--- config.mk ---
export PLATFORM = sky130hd
export DESIGN_NAME = coin_acceptor
export DESIGN_NICKNAME = d
export VERILOG_FILES = /design/src/rtl/coin_acceptor.sv
export SDC_FILE = /design/constraint.sdc
export NUM_CORES = 1
export LEC_CHECK = 0
export ABC_CLOCK_PERIOD_IN_PS = 3450
export CAP_MARGIN = 20
export CORE_MARGIN = 4
export CORE_UTILIZATION = 53
export CTS_CLUSTER_DIAMETER = 120
export DETAILED_ROUTE_END_ITERATION = 6
export PLACE_DENSITY = 0.81
export SYNTH_ARGS = -nofsm -noshare
export SYNTH_HDL_FRONTEND = slang
export SYNTH_SLANG_ARGS = --single-unit
--- constraint.sdc ---
create_clock -name clk -period 3.45 [get_ports clk]
set_input_delay 0.69 -clock clk [delete_from_list [all_inputs] [get_ports clk]]
set_output_delay 0.69 -clock clk [all_outputs]
set_load 0.02 [all_outputs]
--- src/rtl/coin_acceptor.sv ---
// rtl/coin_acceptor.sv - coin slot synchronizer, debouncer, 2-deep coin buffer with credit and refund
// Optional COIN_TIMEOUT_EN: flush and refund the buffer when the head coin waits TIMEOUT_CYCLES for ack.
module coin_acceptor #(
   parameter int DEBOUNCE_CYCLES = 4,
   parameter int CREDIT_W        = 5,
   parameter int TIMEOUT_CYCLES  = 200
) (
   input  logic                clk,
   input  logic                rst,
   input  logic                s_cinco,
   input  logic                s_diez,
   input  logic                ack,
   input  logic                cancel,
   output logic                hm,
   output logic                mc,
   output logic                md,
   output logic [CREDIT_W-1:0] credit,
   output logic                rechazo,
   output logic [CREDIT_W-1:0] refund,
   output logic                refund_v
);

   localparam logic [3:0]          DB_MAX  = 4'(DEBOUNCE_CYCLES);
   localparam logic [3:0]          DB_LAST = 4'(DEBOUNCE_CYCLES - 1);
   localparam logic [CREDIT_W-1:0] VAL_5   = CREDIT_W'(5);
   localparam logic [CREDIT_W-1:0] VAL_10  = CREDIT_W'(10);

   // bit 0 tracks the 5-cent slot, bit 1 the 10-cent slot
   logic [1:0] sync1, sync2, armed, rec;
   logic [3:0] db_cnt [2];

   logic [1:0]          slot, slot_n;
   logic [1:0]          count, count_n;
   logic [CREDIT_W-1:0] credit_n, refund_n, mid_credit;
   logic                refund_v_n, rechazo_n;
   logic                empty, full, pop, push, one_rec, reject, flush, coin_type;
   logic                timeout_fire;

   function automatic logic [CREDIT_W-1:0] coin_val(input logic t);
      return t ? VAL_10 : VAL_5;
   endfunction

   always_ff @(posedge clk or posedge rst) begin
      if (rst) begin
         sync1 <= '0;
         sync2 <= '0;
      end else begin
         sync1 <= {s_diez, s_cinco};
         sync2 <= sync1;
      end
   end

   always_ff @(posedge clk or posedge rst) begin
      if (rst) begin
         armed     <= '0;
         db_cnt[0] <= '0;
         db_cnt[1] <= '0;
      end else begin
         for (int i = 0; i < 2; i++) begin
            if (!sync2[i]) begin
               db_cnt[i] <= '0;
               armed[i]  <= 1'b1;
            end else begin
               if (db_cnt[i] != DB_MAX)
                  db_cnt[i] <= db_cnt[i] + 4'd1;
               if (rec[i])
                  armed[i] <= 1'b0;
            end
         end
      end
   end

   // recognition fires on the edge where the count steps onto DEBOUNCE_CYCLES
   always_comb begin
      rec = '0;
      for (int i = 0; i < 2; i++)
         rec[i] = sync2[i] && armed[i] && (db_cnt[i] == DB_LAST);
   end

   assign empty     = (count == 2'd0);
   assign full      = (count == 2'd2);
   assign one_rec   = rec[0] ^ rec[1];
   assign coin_type = rec[1];
   assign pop       = ack && !empty;
   assign push      = one_rec && (!full || pop);
   assign reject    = (&rec) || (one_rec && full && !pop);
   assign flush     = cancel || timeout_fire;

`ifdef COIN_TIMEOUT_EN
   localparam int TO_W = $clog2(TIMEOUT_CYCLES + 1);
   logic [TO_W-1:0] to_cnt;

   assign timeout_fire = !empty && !ack && (to_cnt == TO_W'(TIMEOUT_CYCLES - 1));

   always_ff @(posedge clk or posedge rst) begin
      if (rst)
         to_cnt <= '0;
      else if (empty || ack || cancel || timeout_fire)
         to_cnt <= '0;
      else
         to_cnt <= to_cnt + TO_W'(1);
   end
`else
   assign timeout_fire = 1'b0;
`endif

   // pop first, then push, then flush; refund sees the post-pop/push credit
   always_comb begin
      slot_n     = slot;
      count_n    = count;
      mid_credit = credit;
      credit_n   = credit;
      refund_n   = '0;
      refund_v_n = 1'b0;
      rechazo_n  = reject;
      if (pop) begin
         slot_n     = {1'b0, slot[1]};
         count_n    = count - 2'd1;
         mid_credit = mid_credit - coin_val(slot[0]);
      end
      if (push) begin
         if (count_n == 2'd0)
            slot_n[0] = coin_type;
         else
            slot_n[1] = coin_type;
         count_n    = count_n + 2'd1;
         mid_credit = mid_credit + coin_val(coin_type);
      end
      credit_n = mid_credit;
      if (flush) begin
         slot_n     = '0;
         count_n    = '0;
         credit_n   = '0;
         refund_n   = mid_credit;
         refund_v_n = (mid_credit != '0);
      end
   end

   always_ff @(posedge clk or posedge rst) begin
      if (rst) begin
         slot     <= '0;
         count    <= '0;
         credit   <= '0;
         refund   <= '0;
         refund_v <= 1'b0;
         rechazo  <= 1'b0;
      end else begin
         slot     <= slot_n;
         count    <= count_n;
         credit   <= credit_n;
         refund   <= refund_n;
         refund_v <= refund_v_n;
         rechazo  <= rechazo_n;
      end
   end

   assign hm = !empty;
   assign mc = hm && !slot[0];
   assign md = hm && slot[0];

endmodule
==> results of run 1 <==
## cell type report
class / count / area, um^2
fill: 263 / 1060
multi-input combinational: 110 / 863
sequential: 30 / 751
timing repair buffer: 22 / 215
inverter: 19 / 71.3
tap: 44 / 55.1
clock buffer: 6 / 51.3
clock inverter: 2 / 12.5
## cells in the final DEF, fill, tap and decap left out, types with 2 or more instances in the layout
cell             netlist  layout
nor3_1                 2       2
clkbuf_4               0       5
nand3b_1               2       2
xnor2_1                8       8
clkdlybuf4s50_1        0      20
nor3b_1                3       3
inv_1                 19      19
and2_1                 6       6
mux2i_1                8       8
buf_4                  0       2
a211oi_1               3       3
a21oi_1                6       6
nand3_1                3       3
a31oi_1                3       3
o21ai_0                4       4
nor2_1                15      15
ha_1                  16      16
fa_1                   2       2
nand2_1                4       4
a21o_1                 2       2
dfrtp_1               30      30
nor2b_1                7       7
nand2b_1               3       3
## power by group through the flow
| stage | sequential, mW | clock, mW | combinational, mW |
|---|---|---|---|
| final | 0.482 | 0.223 | 0.858 |
| after global routing | 0.494 | 0.250 | 0.952 |
| after CTS | 0.483 | 0.232 | 0.863 |
| after detailed placement | 0.489 | 0 | 0.854 |
| after global placement | 0.486 | 0 | 0.818 |
| after floorplan | 0.549 | 0 | 0.525 |
## cells by family after synthesis
family / synth area share [%]
AND/OR/NAND/NOR: 15.6
multiplexers: 5.50
AO/OA/AOI/OAI: 10.9
buffers and inverters: 5.36
adder cells (fa/ha/maj): 14.1
flip-flops: 44.0
XOR/XNOR: 4.62
## per-layer routing
metal,vias up,share of wire (%),global-route usage (%)
li1,597,-,-
met1,604,46,22.1
met2,20,50,28.1
met3,4,3.7,3.12
met4,0,0.75,6.33
met5,-,0,0
## worst min-delay path by stage
stage          startpoint       end  slack [ns]  cells past startpoint
2_1_floorplan    sync1[0]  sync2[0]        0.33                      0
3_3_place_gp     sync1[0]  sync2[0]        0.34                      0
3_5_place_dp     sync1[1]  sync2[1]        0.34                      0
4_1_cts          sync1[0]  sync2[0]        0.37                      0
5_1_grt          sync1[0]  sync2[0]        0.37                      0
6_report         sync1[0]  sync2[0]        0.36                      0
## sequential cells by signal, indices dropped and copies added, names as in the netlist
name      count
armed         2
count         2
credit        5
db_cnt        8
rechazo       1
refund        5
refund_v      1
slot          2
sync1         2
sync2         2
## through the flow
step	setup slack [ns]	util (%)	hold slack, ns	area, um^2
final	0.442	65.6	0.358	2020
after global routing	0.232	65.6	0.375	2020
after CTS	0.436	65.6	0.365	2020
after detailed placement	0.230	63.5	0.336	1960
after global placement	0.317	63.5	0.335	1960
after floorplan	0.821	-	0.331	1710
==> results.py, run 1 <==
metrics = {
    "cts": {
        "cts_tree": "done",
        "clkLatencyLatePin_ns": 0.33,
        "clk_pin_slew_ns": 0.11,
        "cts.sinks": 30,
        "max-clock-path-buffers": 2,
        "holdBufCountCts": 0,
        "postCtsSetupRepairBufs": 0,
        "post_cts_resized": 0,
        "cts_root_buffer": "clkbuf_4",
        "htreeDepth": 2,
        "numCtsBuffers": 5,
    },
    "detailed_routing": {
        "totalWireLength_mm": 3.07,
        "vias": 1225,
        "ant_nets": 0,
        "routedWlPerCell_um": 13.2,
        "dr.pass1.iters": 4,
        "viasPerCell": 5.26,
        "first_iter_violations": 42,
        "drc": 0,
    },
    "sta": {
        "slew_headroom_pct": 74.5,
        "timing.setup.tns_ns": 0,
        "fmax_ghz": 0.332,
        "hold_viol_final": 0,
        "fin_skew_ns": 0.0136,
        "slew_viol_final": 0,
        "rsz0062_at_grt": "no",
        "finalCritPeriodShare_pct": 87.2,
        "finalSetupViolations": 0,
        "period_minus_slack_ns": 3.01,
        "worstMarginPinSlew_ns": 0.381,
    },
    "finish": {
        "drive_above_1_share_pct": 8.47,
        "stdcell_count": 233,
        "areaGrowthSynthToFinish_pct": 18.4,
        "n_antenna_cell": 0,
        "nets": 212,
    },
    "power_and_ir_drop": {
        "p_clk_share_pct": 14.3,
        "p_switching_mw": 0.646,
        "comb_power_share_pct": 54.9,
        "p_per_area_mw_per_mm2": 774,
        "p_int_mw": 0.918,
        "p_sw_share_pct": 41.3,
        "p_leak_nw": 1.00,
        "total_power_mw": 1.56,
        "sequentialPowerShare_pct": 30.8,
        "ir_drop_v": 0.000431,
    },
    "worst_setup_path": {
        "crit_required_ns": 3.63,
        "slowest_delay_ns": 0.42,
        "critPathKind": "flop to flop",
        "path_cells": "inv_1 -> ha_1 -> inv_1 -> fa_1 -> xor2_1 -> mux2i_1 -> inv_1 -> ha_1 -> a21oi_1 -> nor2b_1 -> o21ai_0 -> xnor2_1 -> a31oi_1",
        "path_buf_inv": 3,
        "cp.arrival_ns": 3.19,
        "cp_common_cell": "inv_1",
        "cp_slowest_cell": "dfrtp_1",
        "worst-r2r-cell-count": 13,
        "cp-endpoint": "refund_v",
        "worstReg2RegStart": "slot[0]",
        "reg2reg_slack_ns": 0.44,
        "endpoint_kind": "flop",
        "worstSetupPathDepth": 13,
        "critPathLaunchType": "flop",
        "cp_top_family": "adder cells",
        "setup.worst_path.start": "slot[0]",
        "r2r-end": "refund_v",
        "path_max_fanout": 6,
    },
    "global_route": {
        "overflow": 0,
        "grt_pass1_wl_mm": 5.56,
        "antenna_found_initial": 0,
        "grt_max_degree": 31,
        "track_usage_pct": 17.0,
        "grt_pass1_vias": 1286,
    },
    "logic_synthesis": {
        "synth_cell_type_count": 36,
        "ys_top_cells_by_count": "30 x dfrtp_1, 19 x inv_1, 16 x ha_1, 15 x nor2_1",
        "yosys.area.top_type_share_pct": 44.0,
        "syn-num-nets": 186,
        "yosys.area.top_type": "dfrtp_1",
        "synth_ff_type": "dfrtp_1",
        "syn_area_mm2": 0.00171,
        "yosysMostFrequentCell": "dfrtp_1",
        "synth_area_leaders": "dfrtp_1 44%, ha_1 12%, mux2i_1 4.7%, inv_1 4.2%, xnor2_1 4.1%",
        "ys_seq_area_share_pct": 44.0,
        "synth-async-reset-ratio_pct": 100,
        "synth-seq-cells": 30,
        "synth_warnings": 0,
        "synth_edf_count": 0,
        "syn-instance-count": 162,
        "postSynthAreaPerCell_um2": 10.5,
    },
    "place": {
        "numPortBuffers": 20,
        "dpl.cell_count": 225,
        "post-dp-hpwl_mm": 2.36,
        "gp_congestion": 0.781,
    },
    "floorplanning": {
        "dieArea_mm2": 0.00419,
        "die-width_um": 64.7,
        "dieHeight_um": 64.7,
        "coreArea_mm2": 0.00308,
        "fp-row-count": 20,
        "ios": 21,
        "start_util_pct": 55.4,
    },
    "min_path": {
        "holdCritPathClass": "flop to flop",
    },
    "run_status": {
        "status": "finished, final reports clean",
    },
    "job": {
        "cap_violations": 0,
    },
}
(Power assumes the default switching activity.)
==> inputs of run 2 (changes only) <==
--- a/config.mk
+++ b/config.mk
@@ -11,7 +11,7 @@
 export CORE_UTILIZATION = 53
 export CTS_CLUSTER_DIAMETER = 120
 export DETAILED_ROUTE_END_ITERATION = 6
-export PLACE_DENSITY = 0.81
+export PLACE_DENSITY = 0.78
 export SYNTH_ARGS = -nofsm -noshare
 export SYNTH_HDL_FRONTEND = slang
 export SYNTH_SLANG_ARGS = --single-unit
==> run 2 against run 1 <==
- hold slack better by 0.011 ns
- clock power barely moved
- routed wire length rose by 2.8%
- design area did not move
- clock-buffer cell count unchanged
- global-route usage increased by 1.2 points
- non-clock buffer count unchanged
- register-to-register slack worse by 0.05 ns
- via count decreased by 0.98%
- sequential cell count unchanged
- sequential share of layout area unchanged
- setup slack got worse by 0.049 ns
- critical endpoint unchanged
==> results.py, run 2 (synthesis gave the netlist of run 1 again) <==
metrics = {
    "worst_setup_path": {
        "reg2reg_slack_ns": 0.39,
        "cp.arrival_ns": 3.25,
        "critPathLaunchType": "flop",
        "endpoint_kind": "flop",
        "worstReg2RegStart": "slot[0]",
        "r2r-end": "refund_v",
        "setup.worst_path.start": "slot[0]",
        "crit_required_ns": 3.64,
        "path_max_fanout": 6,
        "worst-r2r-cell-count": 13,
        "critPathKind": "flop to flop",
    },
    "sta": {
        "worstMarginPinSlew_ns": 0.404,
        "finalSetupViolations": 0,
        "finalCritPeriodShare_pct": 88.6,
        "slew_headroom_pct": 73.0,
        "period_minus_slack_ns": 3.06,
        "slew_viol_final": 0,
        "rsz0062_at_grt": "no",
        "fin_skew_ns": 0.00987,
        "timing.setup.tns_ns": 0,
        "hold_viol_final": 0,
        "fmax_ghz": 0.327,
    },
    "power_and_ir_drop": {
        "p_per_area_mw_per_mm2": 775,
        "comb_power_share_pct": 54.9,
        "p_sw_share_pct": 41.0,
        "p_int_mw": 0.924,
        "sequentialPowerShare_pct": 31.0,
        "p_leak_nw": 1.00,
        "p_switching_mw": 0.642,
        "ir_drop_v": 0.000511,
        "p_clk_share_pct": 14.1,
    },
    "cts": {
        "max-clock-path-buffers": 2,
        "post_cts_resized": 0,
        "clkLatencyLatePin_ns": 0.32,
        "cts.sinks": 30,
        "numCtsBuffers": 5,
        "postCtsSetupRepairBufs": 0,
        "holdBufCountCts": 0,
        "cts_tree": "done",
        "cts_root_buffer": "clkbuf_4",
        "htreeDepth": 2,
        "clk_pin_slew_ns": 0.10,
    },
    "place": {
        "post-dp-hpwl_mm": 2.43,
        "place_area_mm2": 0.00196,
        "numPortBuffers": 20,
        "gp_congestion": 0.753,
    },
    "floorplanning": {
        "ios": 21,
        "coreArea_mm2": 0.00308,
        "dieArea_mm2": 0.00419,
        "die-width_um": 64.7,
        "dieHeight_um": 64.7,
        "fp-row-count": 20,
        "start_util_pct": 55.4,
    },
    "detailed_routing": {
        "dr.pass1.iters": 4,
        "drc": 0,
        "ant_nets": 0,
        "totalWireLength_mm": 3.15,
        "first_iter_violations": 46,
        "routedWlPerCell_um": 13.5,
        "viasPerCell": 5.21,
        "vias": 1213,
    },
    "finish": {
        "layout_commonest_cell": "dfrtp_1",
        "nets": 212,
        "multi_input_area_um2": 863,
        "final_core_util_pct": 65.6,
        "reg_top3": "db_cnt x8, credit x5, refund x5",
        "n_antenna_cell": 0,
        "largest_register": "db_cnt",
        "areaGrowthSynthToFinish_pct": 18.4,
        "drive_above_1_share_pct": 8.47,
        "final_area_mm2": 0.00202,
        "layout_common_cells": "30 x dfrtp_1, 20 x clkdlybuf4s50_1, 19 x inv_1",
        "nFillCells": 252,
        "seqCellArea_um2": 751,
        "largest_reg_flops": 8,
    },
    "min_path": {
        "worstHoldPathCells": 0,
        "holdCritPathClass": "flop to flop",
        "hold_end": "sync2[1]",
        "min_from": "sync1[1]",
    },
    "global_route": {
        "overflow": 0,
        "grt_pass1_wl_mm": 5.89,
        "grt_pass1_vias": 1317,
        "antenna_found_initial": 0,
        "track_usage_pct": 18.1,
        "grt_max_degree": 31,
    },
    "job": {
        "cap_violations": 0,
    },
    "run_status": {
        "status": "finished, final reports clean",
    },
}
run 2: metal layers:
| metal | routed length [um] | vias to the layer above | share of wire [%] | global-route usage, % |
|---|---|---|---|---|
| li1 | - | 595 | - | - |
| met1 | 1440 | 582 | 46 | 22.7 |
| met2 | 1520 | 24 | 48 | 29.2 |
| met3 | 76 | 12 | 2.4 | 5.03 |
| met4 | 117 | 0 | 3.7 | 7.65 |
| met5 | 0 | - | 0 | 0 |
run 2: critical path, cell delays in order, from the launching register on:
cell and delay, ns:
dfrtp_1 0.42, inv_1 0.21, ha_1 0.22, inv_1 0.05, fa_1 0.43, xor2_1 0.19, mux2i_1 0.21, inv_1 0.07
ha_1 0.34, a21oi_1 0.15, nor2b_1 0.06, o21ai_0 0.22, xnor2_1 0.21, a31oi_1 0.14
run 2: final cells by class:
class	count	area share (%)
Inverter	19	3.53
Multi-Input combinational cell	110	42.8
Clock inverter	2	0.620
Clock buffer	6	2.54
Tap cell	44	2.73
Timing Repair Buffer	22	10.7
Sequential cell	30	37.2
run 2: stage by stage:
| stage | power, mW | hold slack [ns] | setup slack, ns | instances |
|---|---|---|---|---|
| floorplan | 1.07 | 0.331 | 0.821 | 162 |
| global placement | 1.31 | 0.336 | 0.325 | 225 |
| detailed placement | 1.35 | 0.347 | 0.214 | 225 |
| CTS | 1.58 | 0.369 | 0.420 | 233 |
| global route | 1.70 | 0.383 | 0.152 | 233 |
| finish | 1.57 | 0.369 | 0.393 | 233 |
run 2: worst max-delay path by stage:
stage	endpoint	depth (start not counted)	slack, ns
2_1_floorplan	refund_v	12	0.82
3_3_place_gp	refund_v	11	0.32
3_5_place_dp	refund_v	11	0.21
4_1_cts	refund_v	13	0.42
5_1_grt	refund_v	13	0.15
6_report	refund_v	13	0.39
run 2: power by group through the flow:
stage | clock network, mW | registers, mW | logic [mW]
2_1_floorplan | 0 | 0.549 | 0.525
3_3_place_gp | 0 | 0.485 | 0.822
3_5_place_dp | 0 | 0.490 | 0.856
4_1_cts | 0.228 | 0.486 | 0.863
5_1_grt | 0.248 | 0.497 | 0.954
6_report | 0.221 | 0.485 | 0.860
==> inputs of run 3 (changes only) <==
--- a/config.mk
+++ b/config.mk
@@ -7,10 +7,12 @@
 export LEC_CHECK = 0
 export ABC_CLOCK_PERIOD_IN_PS = 3450
 export CAP_MARGIN = 20
+export CORE_ASPECT_RATIO = 0.6
 export CORE_MARGIN = 4
 export CORE_UTILIZATION = 53
 export CTS_CLUSTER_DIAMETER = 120
 export DETAILED_ROUTE_END_ITERATION = 6
+export HOLD_SLACK_MARGIN = 0.06
 export PLACE_DENSITY = 0.78
 export SYNTH_ARGS = -nofsm -noshare
 export SYNTH_HDL_FRONTEND = slang
==> run 3 against run 2 <==
- clock power is 57% higher
- hold slack worse by 0.021 ns
- combinational power is 1% higher
- clock skew is 0.0033 ns lower
- non-clock buffer count stayed put
- global-route usage is 1.7 points higher
- largest cell class unchanged
==> results.py, run 3 (synthesis gave the netlist of run 1 again) <==
metrics = {
    "cts": {
        "clk_pin_slew_ns": 0.06,
        "htreeDepth": 2,
        "postCtsSetupRepairBufs": 0,
        "holdBufCountCts": 0,
        "post_cts_resized": 0,
        "cts_root_buffer": "clkbuf_8",
        "max-clock-path-buffers": 2,
        "clkLatencyLatePin_ns": 0.29,
        "numCtsBuffers": 5,
        "cts_tree": "done",
        "cts.sinks": 30,
    },
    "global_route": {
        "grt_pass1_vias": 1291,
        "grt_pass1_wl_mm": 6.16,
        "overflow": 0,
        "grt_max_degree": 31,
        "track_usage_pct": 19.8,
        "antenna_found_initial": 0,
    },
    "place": {
        "numPortBuffers": 20,
        "gp_congestion": 0.886,
        "post-dp-hpwl_mm": 2.57,
        "dpl.cell_count": 223,
        "dp_slack_ns": 0.144,
        "place_area_mm2": 0.00195,
    },
    "power_and_ir_drop": {
        "ir_drop_v": 0.000346,
        "p_leak_nw": 1.02,
        "total_power_mw": 1.70,
        "p_per_area_mw_per_mm2": 825,
    },
    "worst_setup_path": {
        "cp.arrival_ns": 3.22,
        "critPathKind": "flop to flop",
        "worstReg2RegStart": "slot[0]",
        "worst-r2r-cell-count": 12,
        "cp-endpoint": "refund_v",
        "endpoint_kind": "flop",
        "setup.worst_path.start": "slot[0]",
        "critPathLaunchType": "flop",
        "reg2reg_slack_ns": 0.39,
        "r2r-end": "refund_v",
        "path_max_fanout": 6,
        "crit_required_ns": 3.61,
    },
    "floorplanning": {
        "dieArea_mm2": 0.00422,
        "coreArea_mm2": 0.00297,
        "start_util_pct": 57.5,
        "dieHeight_um": 51.9,
        "fp-row-count": 15,
        "ios": 21,
        "die-width_um": 81.2,
    },
    "sta": {
        "setup_slack_ns": 0.388,
        "rsz0062_at_grt": "no",
        "slew_viol_final": 0,
        "fin_skew_ns": 0.00653,
        "hold_viol_final": 0,
        "slew_headroom_pct": 75.9,
        "worstMarginPinSlew_ns": 0.352,
        "hold_ws_ns": 0.348,
        "fmax_ghz": 0.327,
        "timing.setup.tns_ns": 0,
        "finalCritPeriodShare_pct": 88.7,
        "finalSetupViolations": 0,
        "period_minus_slack_ns": 3.06,
    },
    "detailed_routing": {
        "vias": 1250,
        "routedWlPerCell_um": 15.1,
        "viasPerCell": 5.41,
        "first_iter_violations": 60,
        "ant_nets": 0,
        "totalWireLength_mm": 3.48,
        "drc": 0,
        "dr.pass1.iters": 4,
    },
    "finish": {
        "final_core_util_pct": 69.5,
        "layout_common_cells": "30 x dfrtp_1, 20 x clkdlybuf4s50_1, 19 x inv_1",
        "reg_top3": "db_cnt x8, credit x5, refund x5",
        "stdcell_count": 231,
        "final_area_mm2": 0.00206,
        "layout_commonest_cell": "dfrtp_1",
        "drive_above_1_share_pct": 8.47,
        "largest_register": "db_cnt",
        "areaGrowthSynthToFinish_pct": 20.9,
        "n_antenna_cell": 0,
        "nets": 212,
        "largest_reg_flops": 8,
    },
    "run_status": {
        "status": "finished, final reports clean",
    },
    "job": {
        "cap_violations": 0,
    },
    "min_path": {
        "holdCritPathClass": "flop to flop",
        "min_from": "sync1[0]",
    },
}
==> run 3: cell count changes in the layout (fill, tap and decap cells not counted) <==
cell | before | now
clkinvlp_4 | 1 | 0
clkbuf_4 | 5 | 0
clkbuf_8 | 1 | 5
clkinv_2 | 1 | 2
bufinv_16 | 0 | 1
==> run 3: layout make-up <==
cell class | instances | area [um^2]
fillers | 243 | 903
multi-input cells | 110 | 863
flip-flops and latches | 30 | 751
repair buffers | 22 | 215
inverters | 19 | 71.3
clock buffers | 5 | 68.8
well taps | 42 | 52.6
clock inverters | 3 | 40.0
==> run 3: worst max-delay path, cell delays in order, from the launching register on <==
cell and delay [ns]:
dfrtp_1 0.40, inv_1 0.20, ha_1 0.23, inv_1 0.06, fa_1 0.42, mux2i_1 0.22, inv_1 0.13, fa_1 0.47
a21oi_1 0.15, nor2b_1 0.07, o21ai_0 0.23, xnor2_1 0.23, a31oi_1 0.13
==> run 3: how the worst min path moves through the flow <==
stage | to | slack [ns] | cells after the start
floorplan | sync2[0] | 0.33 | 0
global placement | sync2[0] | 0.33 | 0
detailed placement | sync2[0] | 0.33 | 0
CTS | sync2[0] | 0.35 | 0
global route | sync2[0] | 0.36 | 0
finish | sync2[0] | 0.35 | 0
==> run 3: per-layer routing <==
metal	share of wire, %	vias up	global-route usage (%)	routed length, um
met3	6.0	12	7.61	208
met5	0	-	0	0
met4	2.4	0	7.58	82
met1	44	607	23.3	1520
met2	48	36	33.1	1670
li1	-	595	-	-
==> run 3: power breakdown <==
group / total, mW / internal [mW] / leakage, nW / switching, mW
Clock: 0.346 / 0.212 / 0.0579 / 0.134
Combinational: 0.870 / 0.392 / 0.577 / 0.479
Sequential: 0.485 / 0.430 / 0.389 / 0.0549
Total: 1.70 / 1.03 / 1.02 / 0.667
